File: config.mk
export PLATFORM = sky130hd
export DESIGN_NAME = player_sprite_fetch_flat
export DESIGN_NICKNAME = d
export VERILOG_FILES = /design/src/rtl/sprite_pkg.sv /design/src/rtl/player_sprite_fetch_if.sv /design/src/rtl/sprite_anim_ctrl.sv /design/src/rtl/player_sprite_fetch.sv /design/src/flat_wrapper.sv
export SDC_FILE = /design/constraint.sdc
export NUM_CORES = 1
export LEC_CHECK = 0
export CORE_MARGIN = 2
export CORE_UTILIZATION = 38
export CTS_BUF_LIST = sky130_fd_sc_hd__clkbuf_8
export DETAILED_ROUTE_END_ITERATION = 8
export HOLD_SLACK_MARGIN = 0.02
export PLACE_DENSITY = 0.75
export SYNTH_ARGS = -nofsm -noshare
export SYNTH_HDL_FRONTEND = slang
export SYNTH_SLANG_ARGS = --single-unit
File: constraint.sdc
create_clock -name Clk -period 4.8 [get_ports Clk]
set_input_delay 0.96 -clock Clk [delete_from_list [all_inputs] [get_ports Clk]]
set_output_delay 0.96 -clock Clk [all_outputs]
set_load 0.01 [all_outputs]
File: src/rtl/sprite_pkg.sv
`default_nettype none
// ============================================================================
// Module   : sprite_pkg
// Brief    : Shared widths, screen limits and animation state encoding for the
//            player sprite fetch pipeline.
// Revision : 1.0 - initial release
// ============================================================================
package sprite_pkg;

  // Scan coordinate width (DrawX/DrawY/PlayerX/PlayerY)
  localparam int c_coord_w = 10;

  // Visible screen extent
  localparam int c_screen_w = 640;
  localparam int c_screen_h = 480;

  // Palette index that lets the background show through
  localparam int c_transparent_idx = 0;

  // Walk-cycle controller state: idle keeps the standing frame, walk animates
  typedef enum logic [0:0] {
    ANIM_IDLE = 1'b0,
    ANIM_WALK = 1'b1
  } anim_state_t;

endpackage
`default_nettype wire

File: src/rtl/player_sprite_fetch_if.sv
`default_nettype none
// ============================================================================
// Module   : player_sprite_fetch_if
// Brief    : Sprite ROM read bus. The fetch stage drives the address and the
//            synchronous ROM returns data one cycle later.
// Revision : 1.0 - initial release
// ============================================================================
interface player_sprite_fetch_if #(
  parameter int ADDR_W = 13
);

  logic [ADDR_W-1:0] rom_addr;
  logic [8:0]        rom_q;

  // Fetch stage side
  modport master (
    output rom_addr,
    input  rom_q
  );

  // ROM side
  modport slave (
    input  rom_addr,
    output rom_q
  );

endinterface
`default_nettype wire

File: src/rtl/sprite_anim_ctrl.sv
`default_nettype none
// ============================================================================
// Module   : sprite_anim_ctrl
// Brief    : Video-frame counter and walk-cycle frame selector. Everything
//            advances only on frame_start so the sprite is stable per frame.
// Revision : 1.0 - initial release
// ============================================================================
module sprite_anim_ctrl
  import sprite_pkg::*;
#(
  parameter int NUM_FRAMES      = 4,
  parameter int FRAMES_PER_STEP = 6,
  localparam int ANIM_W         = (NUM_FRAMES > 1) ? $clog2(NUM_FRAMES) : 1
) (
  input  logic              Clk,
  input  logic              Reset,
  input  logic              frame_start,
  input  logic              moving,
  output logic [ANIM_W-1:0] anim
);

  localparam int c_cnt_w = (FRAMES_PER_STEP > 1) ? $clog2(FRAMES_PER_STEP) : 1;

  anim_state_t        state_q, state_d;
  logic [c_cnt_w-1:0] frame_cnt_q, frame_cnt_d;
  logic [ANIM_W-1:0]  anim_q, anim_d;

  // State, frame counter and animation frame registers
  always_ff @(posedge Clk) begin
    if (Reset) begin
      state_q     <= ANIM_IDLE;
      frame_cnt_q <= '0;
      anim_q      <= '0;
    end else begin
      state_q     <= state_d;
      frame_cnt_q <= frame_cnt_d;
      anim_q      <= anim_d;
    end
  end

  // Next state: stop snaps back to frame 0, walking steps every FRAMES_PER_STEP frames
  always_comb begin
    state_d     = state_q;
    frame_cnt_d = frame_cnt_q;
    anim_d      = anim_q;
    if (frame_start) begin
      if (!moving) begin
        state_d     = ANIM_IDLE;
        frame_cnt_d = '0;
        anim_d      = '0;
      end else begin
        state_d = ANIM_WALK;
        if (frame_cnt_q == c_cnt_w'(FRAMES_PER_STEP - 1)) begin
          frame_cnt_d = '0;
          anim_d      = (anim_q == ANIM_W'(NUM_FRAMES - 1)) ? '0 : anim_q + ANIM_W'(1);
        end else begin
          frame_cnt_d = frame_cnt_q + c_cnt_w'(1);
        end
      end
    end
  end

  // Idle always shows the standing frame
  assign anim = (state_q == ANIM_WALK) ? anim_q : '0;

endmodule
`default_nettype wire

File: src/rtl/player_sprite_fetch.sv
`default_nettype none
// ============================================================================
// Module   : player_sprite_fetch
// Brief    : Three-stage pixel pipeline: hit test + ROM address, ROM read,
//            palette index capture. Handles mirroring and walk animation.
// Revision : 1.0 - initial release
// ============================================================================
module player_sprite_fetch
  import sprite_pkg::*;
#(
  parameter int SPRITE_W        = 32,
  parameter int SPRITE_H        = 48,
  parameter int NUM_FRAMES      = 4,
  parameter int FRAMES_PER_STEP = 6,
  parameter int ADDR_W          = 13,
  parameter int TRANSPARENT_IDX = c_transparent_idx
) (
  input  logic                 Clk,
  input  logic                 Reset,
  input  logic                 frame_start,
  input  logic                 blank,
  input  logic [c_coord_w-1:0] DrawX,
  input  logic [c_coord_w-1:0] DrawY,
  input  logic [c_coord_w-1:0] PlayerX,
  input  logic [c_coord_w-1:0] PlayerY,
  input  logic                 facing_left,
  input  logic                 moving,
  player_sprite_fetch_if.master rom_bus,
  output logic [8:0]           palette_index,
  output logic                 sprite_on,
  output logic                 blank_d
);

  localparam int c_anim_w = (NUM_FRAMES > 1) ? $clog2(NUM_FRAMES) : 1;

  logic [c_anim_w-1:0]  anim;

  logic [c_coord_w-1:0] sx_q, sx_d, sy_q, sy_d;
  logic                 face_q, face_d;
  logic [ADDR_W-1:0]    rom_addr_q, rom_addr_d;
  logic                 v1_q, v1_d, v2_q, v2_d;
  logic [8:0]           palette_index_q, palette_index_d;
  logic                 sprite_on_q, sprite_on_d;
  logic [2:0]           blank_pipe_q, blank_pipe_d;

  logic [c_coord_w:0]   x_ext, y_ext, sx_ext, sy_ext;
  logic [c_coord_w-1:0] col_raw, col, row;
  logic [ADDR_W-1:0]    addr_calc;
  logic                 hit;

  sprite_anim_ctrl #(
    .NUM_FRAMES      (NUM_FRAMES),
    .FRAMES_PER_STEP (FRAMES_PER_STEP)
  ) u_anim (
    .Clk         (Clk),
    .Reset       (Reset),
    .frame_start (frame_start),
    .moving      (moving),
    .anim        (anim)
  );

  // Shadow position/facing latched once per video frame
  always_comb begin
    sx_d   = sx_q;
    sy_d   = sy_q;
    face_d = face_q;
    if (frame_start) begin
      sx_d   = PlayerX;
      sy_d   = PlayerY;
      face_d = facing_left;
    end
  end

  // Pipeline stages: hit test and address, valid shift, palette capture
  always_comb begin
    // One extra bit keeps sx+SPRITE_W from wrapping near the right/bottom edge
    x_ext  = {1'b0, DrawX};
    y_ext  = {1'b0, DrawY};
    sx_ext = {1'b0, sx_q};
    sy_ext = {1'b0, sy_q};
    hit    = blank
          && (x_ext >= sx_ext) && (x_ext < sx_ext + (c_coord_w + 1)'(SPRITE_W))
          && (y_ext >= sy_ext) && (y_ext < sy_ext + (c_coord_w + 1)'(SPRITE_H));

    col_raw = DrawX - sx_q;
    col     = face_q ? (c_coord_w'(SPRITE_W - 1) - col_raw) : col_raw;
    row     = DrawY - sy_q;

    addr_calc = ADDR_W'(anim) * ADDR_W'(SPRITE_W * SPRITE_H)
              + ADDR_W'(row) * ADDR_W'(SPRITE_W)
              + ADDR_W'(col);

    // Address holds on misses so the ROM bus stays quiet off-sprite
    rom_addr_d = hit ? addr_calc : rom_addr_q;
    v1_d       = hit;
    v2_d       = v1_q;

    palette_index_d = v2_q ? rom_bus.rom_q : '0;
    sprite_on_d     = v2_q && (rom_bus.rom_q != 9'(TRANSPARENT_IDX));

    blank_pipe_d = {blank_pipe_q[1:0], blank};
  end

  // All datapath and control registers; reset flushes the pipeline
  always_ff @(posedge Clk) begin
    if (Reset) begin
      sx_q            <= '0;
      sy_q            <= '0;
      face_q          <= 1'b0;
      rom_addr_q      <= '0;
      v1_q            <= 1'b0;
      v2_q            <= 1'b0;
      palette_index_q <= '0;
      sprite_on_q     <= 1'b0;
      blank_pipe_q    <= '0;
    end else begin
      sx_q            <= sx_d;
      sy_q            <= sy_d;
      face_q          <= face_d;
      rom_addr_q      <= rom_addr_d;
      v1_q            <= v1_d;
      v2_q            <= v2_d;
      palette_index_q <= palette_index_d;
      sprite_on_q     <= sprite_on_d;
      blank_pipe_q    <= blank_pipe_d;
    end
  end

  assign rom_bus.rom_addr = rom_addr_q;
  assign palette_index    = palette_index_q;
  assign sprite_on        = sprite_on_q;
  assign blank_d          = blank_pipe_q[2];

endmodule
`default_nettype wire

File: src/flat_wrapper.sv
// flat-port wrapper written by rule: the top's interface ports become plain ports
module player_sprite_fetch_flat import sprite_pkg::*;
#(
  parameter int SPRITE_W        = 32,
  parameter int SPRITE_H        = 48,
  parameter int NUM_FRAMES      = 4,
  parameter int FRAMES_PER_STEP = 6,
  parameter int ADDR_W          = 13,
  parameter int TRANSPARENT_IDX = c_transparent_idx
)
  (Clk, Reset, frame_start, blank, DrawX, DrawY, PlayerX, PlayerY, facing_left, moving, palette_index, sprite_on, blank_d, rom_bus_rom_addr, rom_bus_rom_q);
  player_sprite_fetch_if #(.ADDR_W(ADDR_W)) rom_bus_i ();
  input  logic Clk;
  input  logic Reset;
  input  logic frame_start;
  input  logic blank;
  input  logic [c_coord_w-1:0] DrawX;
  input  logic [c_coord_w-1:0] DrawY;
  input  logic [c_coord_w-1:0] PlayerX;
  input  logic [c_coord_w-1:0] PlayerY;
  input  logic facing_left;
  input  logic moving;
  output logic [8:0] palette_index;
  output logic sprite_on;
  output logic blank_d;
  output wire logic [$bits(rom_bus_i.rom_addr)-1:0] rom_bus_rom_addr;
  input wire logic [$bits(rom_bus_i.rom_q)-1:0] rom_bus_rom_q;
  assign rom_bus_rom_addr = rom_bus_i.rom_addr;
  assign rom_bus_i.rom_q = rom_bus_rom_q;
  player_sprite_fetch #(.SPRITE_W(SPRITE_W), .SPRITE_H(SPRITE_H), .NUM_FRAMES(NUM_FRAMES), .FRAMES_PER_STEP(FRAMES_PER_STEP), .ADDR_W(ADDR_W), .TRANSPARENT_IDX(TRANSPARENT_IDX)) u_core (.Clk(Clk), .Reset(Reset), .frame_start(frame_start), .blank(blank), .DrawX(DrawX), .DrawY(DrawY), .PlayerX(PlayerX), .PlayerY(PlayerY), .facing_left(facing_left), .moving(moving), .rom_bus(rom_bus_i), .palette_index(palette_index), .sprite_on(sprite_on), .blank_d(blank_d));
endmodule
==> metrics <==
Comb power frac 44.3%; Sw Ratio 35.4%; Final Wtd Congestion 0.846; crit path from DrawX[1]; Ports 79; number of global-route vias before repair 3,465; Row Count 36; drt wl/cell 13.5 µm; leading register cell type out of synthesis dfxtp_1; GRT Resource Usage Total 17.0%; clk_lat worst skew 0.32 ns; Setup crit end kind register; worst setup margin 0.175 ns; DIE AREA 11,100 µm²; Non-Filler Instances 689; layout cells sized above 1 13.1%; drt pass-1 iters 4; GRT overflow 0; clock-pin slew on the worst setup and hold paths 0.12 ns; Hold Crit Start u_core.blank_pipe_q[1]; first-pass GRT wire length 15,700 µm; critical path's top delay family adder cells; CP Buf/Inv Count 4; Starting Density 39.4%; Area growth, synth to finish 33.0%; Post-Route WL 9310 µm; clock sink count 55; Die Wd 105 µm; worst slew pin tran 0.945 ns; sw power 0.492 mW; critical path, cell by cell clkdlybuf4s50_1 -> fa_2 -> a211oi_2 -> o21bai_1 -> a21oi_1 -> xnor2_1 -> inv_1 -> ha_2 -> inv_2 -> o31ai_4 -> xor2_1 -> fa_1 -> inv_2 -> ha_4 -> o21a_1 -> o31a_1 -> o22ai_2 -> xnor2_1 -> xnor2_1 -> a21o_1; Critical-path top delay cell fa_1; Final Setup Violations 0; Die Span Y 105 µm; via count 3,532; Period minus WS final 4.63 ns; max incr delay on CP 0.54 ns; leakage power 2.11 nW; CTS tree built; Flop pwr share 35.2%; clock power share 20.5%; DRC 0; fin nets 663; power per cell area 269 nW/µm²; CTS Buf Count 5; Antenna Cells 0; initial antenna violation count 0; Fin. Hold Viols 0; DPL Wire Length 7270 µm; H-tree levels 2; max-slew violations 0; DP Worst Slack -0.532 ns; Core Box Area 9860 µm²; post-synthesis sequential area ratio 28.3%; placed insts 677; clock buffer depth 2; Setup CP Type in2reg; largest net degree at the start of global routing 48; Post-Syn Nets 559; count of different cell masters after synthesis 57; routed vias/inst 5.13; start of the worst register-to-register path u_core.sx_q[0]; Data required, critical path 5.04 ns; Root Driver clkbuf_8; Mapped Cells 451; Post-synth ARST share 0%; flop2flop setup slack 0.76 ns; syn avg cell area 8.63 µm²; status finished, final reports clean; HP Class reg2reg; Iter 0 DRT Violations 106; post-route ant nets 0; type of origin of the critical path input pin; Final Skew 0.0173 ns; EDFF count, synth 0; worst relative slew slack 37.0%; FILL cells 900; most frequent CP cell xnor2_1; Buffers on Ports 78; Max VDD drop 132 µV; Arr. time, crit path 4.86 ns; #FFs+latches synth 55; mapped cell area 3890 µm²; Int Pwr 0.898 mW; Crit Path Max Fanout 5; Ys Warns 0; period utilisation layout 96.4%; Total Power 1.39 mW; Max-Cap Viols 0; FMAX 216 MHz
what timing repair did:
| action | 4_1_cts | 5_1_grt |
|---|---|---|
| pin swaps | 2 | 16 |
| hold buffers | 0 | 0 |
| gates resized for setup | 4 | 12 |
| setup endpoints to repair | 3 | 4 |
| buffers inserted | 1 | 3 |
placed cells by master, fill, tap and decap left out, types with 5 or more instances in the layout:
master	instances
a211oi_1	8
a21oi_1	25
and2_1	10
buf_4	35
clkbuf_8	5
clkdlybuf4s50_1	77
dfxtp_1	55
ha_1	46
inv_1	40
mux2i_1	23
nand2_1	15
nand3_1	9
nand4_1	10
nor2_1	46
nor2b_1	10
nor3_1	10
o21ai_0	13
o31ai_1	8
xnor2_1	26
through the flow:
stage | area (µm²) | util (%) | hold slack (ns) | setup TNS [ns]
2_1_floorplan | 3890 | - | 0.414 | 0
3_3_place_gp | 4990 | 50.6 | 0.421 | -1.21
3_5_place_dp | 4990 | 50.6 | 0.424 | -1.76
4_1_cts | 5110 | 51.8 | 0.461 | 0
5_1_grt | 5170 | 52.4 | 0.467 | -0.0434
6_report | 5170 | 52.4 | 0.459 | 0
state kept, by name, indices dropped and copies added, names as in the netlist, 2 cells and up:
signal                     flops
u_core.palette_index           9
u_core.u_anim.frame_cnt_q      3
u_core.sy_q                   10
u_core.blank_pipe_q            3
u_core.rom_bus.rom_addr       13
u_core.u_anim.anim_q           2
u_core.sx_q                   10
logic make-up after synthesis:
group                      share of synthesized area, %
xor gates and xnor gates                           6.75
muxes                                              6.59
AOI/OAI and AO/OA                                  16.4
and+or+nand+nor                                    17.9
buffers and inverters                              6.21
adders and majority gates                          17.8
DFF                                                28.3
routing by layer:
layer / vias up / wire [µm] / track usage [%]
met5: - / 0 / 0
met4: 0 / 115 / 4.86
met3: 9 / 417 / 2.25
met2: 84 / 4590 / 30.4
met1: 1651 / 4180 / 21.1
li1: 1788 / - / -
cell type report:
type	instances	area, µm²	area share [%]
Clock buffer	5	68.8	1.33
Clock inverter	3	27.5	0.532
Inverter	43	161	3.12
Multi-Input combinational cell	337	2600	50.3
Sequential cell	55	1100	21.3
Tap cell	133	166	3.22
Timing Repair Buffer	113	1050	20.2
path summary, 6_finish.rpt:
kind                                                    end  cells after the start
worst max register to register  u_core.rom_bus.rom_addr[12]                     21
worst max-delay path            u_core.rom_bus.rom_addr[12]                     20
worst min register to register       u_core.blank_pipe_q[2]                      1
worst min-delay path                 u_core.blank_pipe_q[2]                      1
cell usage after synthesis (8+ instances only):
master,count,area [µm²]
nand4_1,10,62.6
and2_1,10,62.6
dfxtp_1,55,1100
nor2b_1,11,68.8
nand2_1,15,56.3
inv_1,43,161
xnor2_1,26,228
nand3_1,9,45.0
o31ai_1,9,67.6
a21oi_1,26,130
mux2i_1,23,230
nor2_1,46,173
o21ai_0,14,70.1
a211oi_1,9,67.6
nor3_1,10,50.1
ha_1,49,613
clkbuf_1,8,30.0
power by group through the flow:
stage | clock network [mW] | registers (mW) | logic [mW]
5_1_grt | 0.312 | 0.491 | 0.681
6_report | 0.285 | 0.489 | 0.616
4_1_cts | 0.294 | 0.489 | 0.569
3_5_place_dp | 0 | 0.499 | 0.555
2_1_floorplan | 0 | 0.496 | 0.361
3_3_place_gp | 0 | 0.498 | 0.535
(Power assumes the default switching activity.)
